### config.mk
export PLATFORM = sky130hd
export DESIGN_NAME = pad_input_filter
export DESIGN_NICKNAME = d
export VERILOG_FILES = /design/src/rtl/pad_input_filter_pkg.sv /design/src/rtl/pad_sync_chain.sv /design/src/rtl/pad_input_filter.sv
export SDC_FILE = /design/constraint.sdc
export NUM_CORES = 1
export LEC_CHECK = 0
export ABC_CLOCK_PERIOD_IN_PS = 2400
export CORE_ASPECT_RATIO = 0.8
export CORE_MARGIN = 10
export CORE_UTILIZATION = 25
export DETAILED_ROUTE_END_ITERATION = 10
export DONT_BUFFER_PORTS = 1
export GPL_TIMING_DRIVEN = 0
export HOLD_SLACK_MARGIN = 0.05
export MAX_ROUTING_LAYER = met4
export SETUP_SLACK_MARGIN = 0.2
export SKIP_LAST_GASP = 1
export SYNTH_ARGS = -nofsm -noshare
export SYNTH_HDL_FRONTEND = slang
export SYNTH_SLANG_ARGS = --single-unit
export TNS_END_PERCENT = 20
### constraint.sdc
create_clock -name clk_i -period 2.4 [get_ports clk_i]
set_clock_uncertainty 0.1 [all_clocks]
set_input_delay 0.48 -clock clk_i [delete_from_list [all_inputs] [get_ports clk_i]]
set_output_delay 0.48 -clock clk_i [all_outputs]
set_load 0.05 [all_outputs]
### src/rtl/pad_input_filter_pkg.sv
// Shared types and constants for the pad input filter and related pad inputs.
//   filt_state_t      : debounce FSM states
//   DEFAULT_CNT_WIDTH : default debounce counter / threshold width
//   cnt_t             : counter type at the default width
package pad_input_filter_pkg;

  localparam int DEFAULT_CNT_WIDTH = 16;

  typedef enum logic {
    STABLE   = 1'b0,
    SETTLING = 1'b1
  } filt_state_t;

  typedef logic [DEFAULT_CNT_WIDTH-1:0] cnt_t;

endpackage

### src/rtl/pad_sync_chain.sv
// Multi-flop synchroniser for an asynchronous single-bit input.
//   clk_i  : destination clock
//   rst_ni : asynchronous active-low reset, loads RESET_VALUE into every flop
//   d_i    : asynchronous input
//   q_o    : synchronised output (last stage)
module pad_sync_chain #(
  parameter int   STAGES      = 2,
  parameter logic RESET_VALUE = 1'b0
) (
  input  logic clk_i,
  input  logic rst_ni,
  input  logic d_i,
  output logic q_o
);

  logic [STAGES-1:0] ff_q;

  always_ff @(posedge clk_i or negedge rst_ni) begin
    if (!rst_ni) begin
      ff_q <= {STAGES{RESET_VALUE}};
    end else begin
      ff_q <= {ff_q[STAGES-2:0], d_i};
    end
  end

  assign q_o = ff_q[STAGES-1];

endmodule

### src/rtl/pad_input_filter.sv
// Input pad companion: synchronises an off-chip pad into clk_i, optionally
// debounces it, and produces a clean level plus one-cycle rise/fall pulses.
//   clk_i             : block clock
//   rst_ni            : asynchronous active-low reset
//   pad_io            : physical pad, sampled only (driven high-Z)
//   pad_attributes_i  : technology attributes, unused in this generic model
//   filter_en_i       : 1 = debounce active, 0 = bypass
//   debounce_cycles_i : stability threshold N
//   pad_sync_o        : raw synchronised pad value
//   level_o           : filtered level
//   rise_o / fall_o   : one-cycle pulses on level_o 0->1 / 1->0
module pad_input_filter
  import pad_input_filter_pkg::*;
#(
  parameter int   PADATTR     = 16,
  parameter int   SYNC_STAGES = 2,
  parameter int   CNT_WIDTH   = DEFAULT_CNT_WIDTH,
  parameter logic RESET_VALUE = 1'b0
) (
  input  logic                                   clk_i,
  input  logic                                   rst_ni,
  inout  wire                                    pad_io,
  input  logic [((PADATTR > 0) ? PADATTR : 1)-1:0] pad_attributes_i,
  input  logic                                   filter_en_i,
  input  logic [CNT_WIDTH-1:0]                   debounce_cycles_i,
  output logic                                   pad_sync_o,
  output logic                                   level_o,
  output logic                                   rise_o,
  output logic                                   fall_o
);

  localparam int SYNC_RND = (SYNC_STAGES < 2) ? 2 : SYNC_STAGES;

  filt_state_t          state_q, state_d;
  logic [CNT_WIDTH-1:0] cnt_q, cnt_d;
  logic                 level_q, level_n, level_d;
  logic                 sync;
  logic                 unused_attr;

  assign pad_io      = 1'bz;
  assign unused_attr = ^pad_attributes_i;

  pad_sync_chain #(
    .STAGES      (SYNC_RND),
    .RESET_VALUE (RESET_VALUE)
  ) u_sync (
    .clk_i  (clk_i),
    .rst_ni (rst_ni),
    .d_i    (pad_io),
    .q_o    (sync)
  );

  // State register (FSM, counter, level and its delayed copy)
  always_ff @(posedge clk_i or negedge rst_ni) begin
    if (!rst_ni) begin
      state_q <= STABLE;
      cnt_q   <= '0;
      level_q <= RESET_VALUE;
      level_d <= RESET_VALUE;
    end else begin
      state_q <= state_d;
      cnt_q   <= cnt_d;
      level_q <= level_n;
      level_d <= level_q;
    end
  end

  // Next-state logic
  always_comb begin
    state_d = state_q;
    if (!filter_en_i) begin
      state_d = STABLE;
    end else begin
      case (state_q)
        STABLE:   if (sync != level_q) state_d = SETTLING;
        SETTLING: if ((sync == level_q) || (cnt_q >= debounce_cycles_i)) state_d = STABLE;
        default:  state_d = STABLE;
      endcase
    end
  end

  // Counter and level updates; the counter only advances while settling
  // and saturates rather than wrapping.
  always_comb begin
    level_n = level_q;
    cnt_d   = '0;
    if (!filter_en_i) begin
      level_n = sync;
    end else if ((state_q == SETTLING) && (sync != level_q)) begin
      if (cnt_q >= debounce_cycles_i) begin
        level_n = sync;
      end else if (cnt_q != '1) begin
        cnt_d = cnt_q + 1'b1;
      end else begin
        cnt_d = cnt_q;
      end
    end
  end

  assign pad_sync_o = sync;
  assign level_o    = level_q;
  assign rise_o     = level_q & ~level_d;
  assign fall_o     = ~level_q & level_d;

endmodule

After elaboration in Yosys (flattened, before gate mapping):

Cells that the tools add are included.

* $lt $le $gt $ge: 1
* multiplexer cells: 11
* bitwise gates (word level): 5
* reduce and logical (&&, ||, !) cells: 3
* equal/unequal tests: 6
* add/sub/neg operators: 1

Operators with widths (count)
* 16-bit 2-to-1 mux: 4
* 16-bit by 1-bit adder with 16-bit output, second input constant: 1
* 16-bit greater-or-equal comparator: 1
* 16-bit != test, second input constant: 1
* 1-bit 2-to-1 mux: 6
* 2-bit by 1-bit != test with 1-bit output, second input constant: 2
* 4-bit by 2-bit != test with 1-bit output, second input constant: 1
* 1-bit inverter: 3
* 1-bit bitwise AND: 2
* 1-bit one-hot mux with 2 select lines: 1
* 2-bit AND reduction: 1
* 1-bit equality test: 1
* 1-bit logical AND: 1
* 1-bit logical OR: 1
* 1-bit != test: 1

* output and inout port bits: 5
* logic and storage cells: 32
* input port bits: 35
* register bits: 21

Longest topological paths before layout:

* depth in word-level cells: 5
* gate-level depth with buffers: 10
* depth with buffers taken out: 8

By module:

A second synthesis with hierarchy kept.

* cell total of the unflattened synthesis: 153
* area total of the unflattened synthesis: 1517.7 um^2

By module, submodules not included
* pad_input_filter: area an instance 1467.7 um^2, seq. area each 475.5 um^2, cells an instance 151, times used 1
* pad_sync_chain: area an instance 50.0 um^2, seq. area each 50.0 um^2, cells an instance 2, times used 1

Worst setup path before layout:

Ideal clock, no wire load.

* path kind: input to register
* start: in debounce_cycles_i[2]
* end: reg cnt_q[1]
* slack: 0.129 ns
* data required time: 2.227 ns
* library setup time: 0.073 ns
* data arrival time: 2.098 ns
* cell stages on the path: 10
* buffers on the path: 2
* cell sequence: inv_1 ha_1 a211oi_2 o21ai_1 a41oi_1 o41ai_1 or3_1 buf_2 buf_6 a21oi_2

* cells in the longest elaborated chain, start to end: 4
* elaborated cells between the ends (all ways): 5
* classes of those cells: order compare (1); eq/ne (1); mux (3)

RTL lines
* start, declared: RTL line pad_input_filter.sv:25 `input logic [CNT_WIDTH-1:0] debounce_cycles_i,`
* 16-bit greater-or-equal comparator *: RTL line pad_input_filter.sv:90 `if (cnt_q >= debounce_cycles_i) begin`
* 16-bit 2-to-1 mux: RTL line pad_input_filter.sv:90
* 16-bit 2-to-1 mux: RTL line pad_input_filter.sv:89 `end else if ((state_q == SETTLING) && (sync != level_q)) begin`
* 16-bit 2-to-1 mux: RTL line pad_input_filter.sv:87 `if (!filter_en_i) begin`
* end signal, assigned: RTL line pad_input_filter.sv:62 `cnt_q <= cnt_d;`
* end, declared: RTL line pad_input_filter.sv:35 `logic [CNT_WIDTH-1:0] cnt_q, cnt_d;`

Every way passes the cells marked *; elsewhere a longest branch is shown, timed or not.
A chain may end at the register's enable or synchronous reset.

Worst setup path after layout:

* start: reg cnt_q[15]
* end: reg cnt_q[1]

* cells in the longest elaborated chain, start to end: 4
* elaborated cells between the ends (all ways): 6
* classes of those cells: order compare (1); eq/ne (2); mux (3)

RTL lines (RTL line)
* 16-bit greater-or-equal comparator: pad_input_filter.sv:90
* 16-bit 2-to-1 mux: pad_input_filter.sv:90
* 16-bit 2-to-1 mux: pad_input_filter.sv:89
* 16-bit 2-to-1 mux: pad_input_filter.sv:87

Several ways; a longest one is shown, not always the timed one.

==> results.json <==
{
  "grt_pass1_wl_mm": 5.36,
  "crit_arrival_ns": 2.42,
  "start_util_pct": 25.7,
  "drt_wl_total_mm": 3.31,
  "root_buffer": "clkbuf_8",
  "postRouteAntennaNets": 0,
  "diodes": 0,
  "crit_slowest_cell": "dfrtp_2",
  "ir_drop_mv": 0.241,
  "synth_xor_area_share_pct": 3.76,
  "status": "completed",
  "ys_types": 34,
  "clock_sinks": 21,
  "power_density_mw_per_mm2": 382,
  "syn_inst": 159,
  "path_max_fanout": 8,
  "rsz0062_at_grt": "true",
  "crit_family": "simple AND/OR/NAND/NOR gates",
  "drive_above_1_share_pct": 32.8,
  "fin_nets": 230,
  "grt_max_degree": 22,
  "combPwrFrac_pct": 12.5,
  "overflow": 0,
  "maxCapViolCount": 0,
  "synth-compound-area-share_pct": 11.1,
  "wire_per_inst_um": 13.0,
  "grt_pass1_vias": 1082,
  "fin_setup_tns_ns": 0,
  "synth_top_area_share_pct": 37.6,
  "drc": 0,
  "yosysSeqAreaShare_pct": 37.6,
  "synthAdderAreaFrac_pct": 15.2,
  "synthArstFlopShare_pct": 100,
  "p_seq_share_pct": 53.5,
  "antenna_found_initial": 0,
  "synth_area_leaders": "dfrtp_1 38%, ha_1 15%, inv_1 4.8%, nand2_1 4.3%, nor2_1 4.3%",
  "cpPeakStageDelay_ns": 0.46,
  "dp_hpwl_mm": 2.50,
  "crit_chain": "ha_4, nand4_1, nor2_1, nor4_2, o41ai_2, or3_1, buf_6, clkbuf_16, a21oi_2",
  "cts_made_buffers": 3,
  "p_int_uw": 510,
  "p_switching_uw": 196,
  "drv_slew": 0,
  "synth_simple_gate_area_share_pct": 23.1,
  "ys_dominant_reg_cell": "dfrtp_1",
  "area_growth_pct": 32.0,
  "ys_seq_elements": 21,
  "fmax_mhz": 431,
  "finalPower_uw": 706,
  "cts_buffer_depth": 2,
  "critPathKind": "flop to flop",
  "min_period_over_period_pct": 96.8,
  "synth.most_common_cell": "dfrtp_1",
  "via_count": 1141,
  "max_slew.worst_pin.slew_ns": 0.954,
  "synth_warnings": 0,
  "coreArea_mm2": 0.00544,
  "min_period_ns": 2.32,
  "die_height_um": 86.9,
  "synth_area_mm2": 0.00140,
  "synth_top_family_by_area": "simple AND/OR/NAND/NOR gates",
  "p_leak_uw": 0.000807,
  "synth_top_area_cell": "dfrtp_1",
  "port_buffers": 0,
  "synth.area.mux_share_pct": 2.24,
  "gp_congestion": 0.778,
  "synth_common_cells": "21 x dfrtp_1, 18 x inv_1, 17 x ha_1",
  "track_usage_pct": 7.49,
  "required_ns": 2.50,
  "drt_first_pass_iters": 4,
  "path_clk_slew_ns": 0.08,
  "startpoint_type": "flop",
  "cp_num_buf_inv": 2,
  "swShare_pct": 27.8,
  "via_per_inst": 4.47,
  "hold_violations": 0,
  "final_core_util_pct": 34.0,
  "synth-edff-count": 0,
  "dieArea_mm2": 0.00901,
  "syn_avg_cell_area_um2": 8.80,
  "die_w_um": 104,
  "hp-class": "input pin to flop",
  "slew_headroom_pct": 36.3,
  "end_kind": "flop",
  "htree_levels": 1,
  "cts_tree": "done",
  "clockPowerShare_pct": 34.0,
  "report.final.setup_viol": 0,
  "insertion_delay_ns": 0.26,
  "rows": 24,
  "drtIter0Drc": 40,
  "ios": 40
}
power groups by stage:
stage          Sequential (µW)  Clock (µW)  Combinational [µW]
2_1_floorplan              383           0                60.9
3_3_place_gp               385           0                69.7
3_5_place_dp               385           0                71.4
4_1_cts                    378         250                83.4
5_1_grt                    380         268                98.7
6_report                   377         240                88.3
final cells by class:
class,instances,area [µm²]
tap,78,97.6
fill,547,3590
clock inverter,1,5.00
timing repair buffer,13,118
multi-input combinational,117,938
sequential,21,534
buffer,4,37.5
clock buffer,3,41.3
inverter,18,75.1
timing repair:
item / in CTS / in global routing
resized for setup: 6 / 16
setup buffers: 4 / 7
cloned: 0 / 1
pin swaps: 1 / 5
endpoints found under the hold margin: 21 / 0
hold buffers: 1 / 0
endpoints found under the setup margin: 19 / 19
stage by stage:
stage	cells	worst slack (ns)	hold slack [ns]	area [µm²]
after floorplan	160	0.198	0.0844	1520
after global placement	238	-0.125	0.0852	1610
after detailed placement	238	-0.122	0.0853	1610
after CTS	247	0.0431	0.229	1720
after global routing	255	-0.0131	0.254	1850
final	255	0.0773	0.241	1850
layer usage:
metal / routed length (µm) / global-route usage (%) / vias up
met2: 1350 / 10.3 / 28
li1: - / - / 581
met1: 1790 / 10.4 / 530
met5: 0 / - / -
met3: 165 / 2.37 / 2
met4: 4 / 1.15 / 0
flip-flops by register name, summed over array words and instances, names as in the netlist:
register     cells
level_o          1
cnt_q           16
level_d          1
u_sync.ff_q      2
state_q          1
cells by family (layout without fill, tap and decap cells):
logic type / count (synthesis) / count (layout)
XOR/XNOR: 6 / 6
multiplexers: 3 / 3
flip-flops: 21 / 21
AO/OA/AOI/OAI: 24 / 24
buffers and inverters: 22 / 39
adder cells (fa/ha/maj): 17 / 17
AND/OR/NAND/NOR: 65 / 65
other: 1 / 2
worst paths after layout:
check,cells after the start,slack [ns],to,start
max,9,0.08,cnt_q[1],cnt_q[15]
max in group asynchronous,1,0.86,cnt_q[14],rst_ni
min,2,0.24,state_q,filter_en_i
min in group asynchronous,1,0.70,u_sync.ff_q[0],rst_ni
min reg2reg,0,0.26,u_sync.ff_q[1],u_sync.ff_q[0]
max reg2reg,9,0.08,cnt_q[1],cnt_q[15]
layout by cell type (no fill, tap or decap), types with 5 or more instances in the layout:
master / Yosys / final
dfrtp_1: 21 / 14
inv_2: 0 / 5
nand2_1: 16 / 16
ha_1: 17 / 10
inv_1: 18 / 12
buf_4: 1 / 12
and3_1: 6 / 6
a21oi_1: 7 / 6
nor2_2: 0 / 5
dfrtp_2: 0 / 7
nor2_1: 16 / 10
ha_4: 0 / 7
Power figures use the tool's default switching activity.
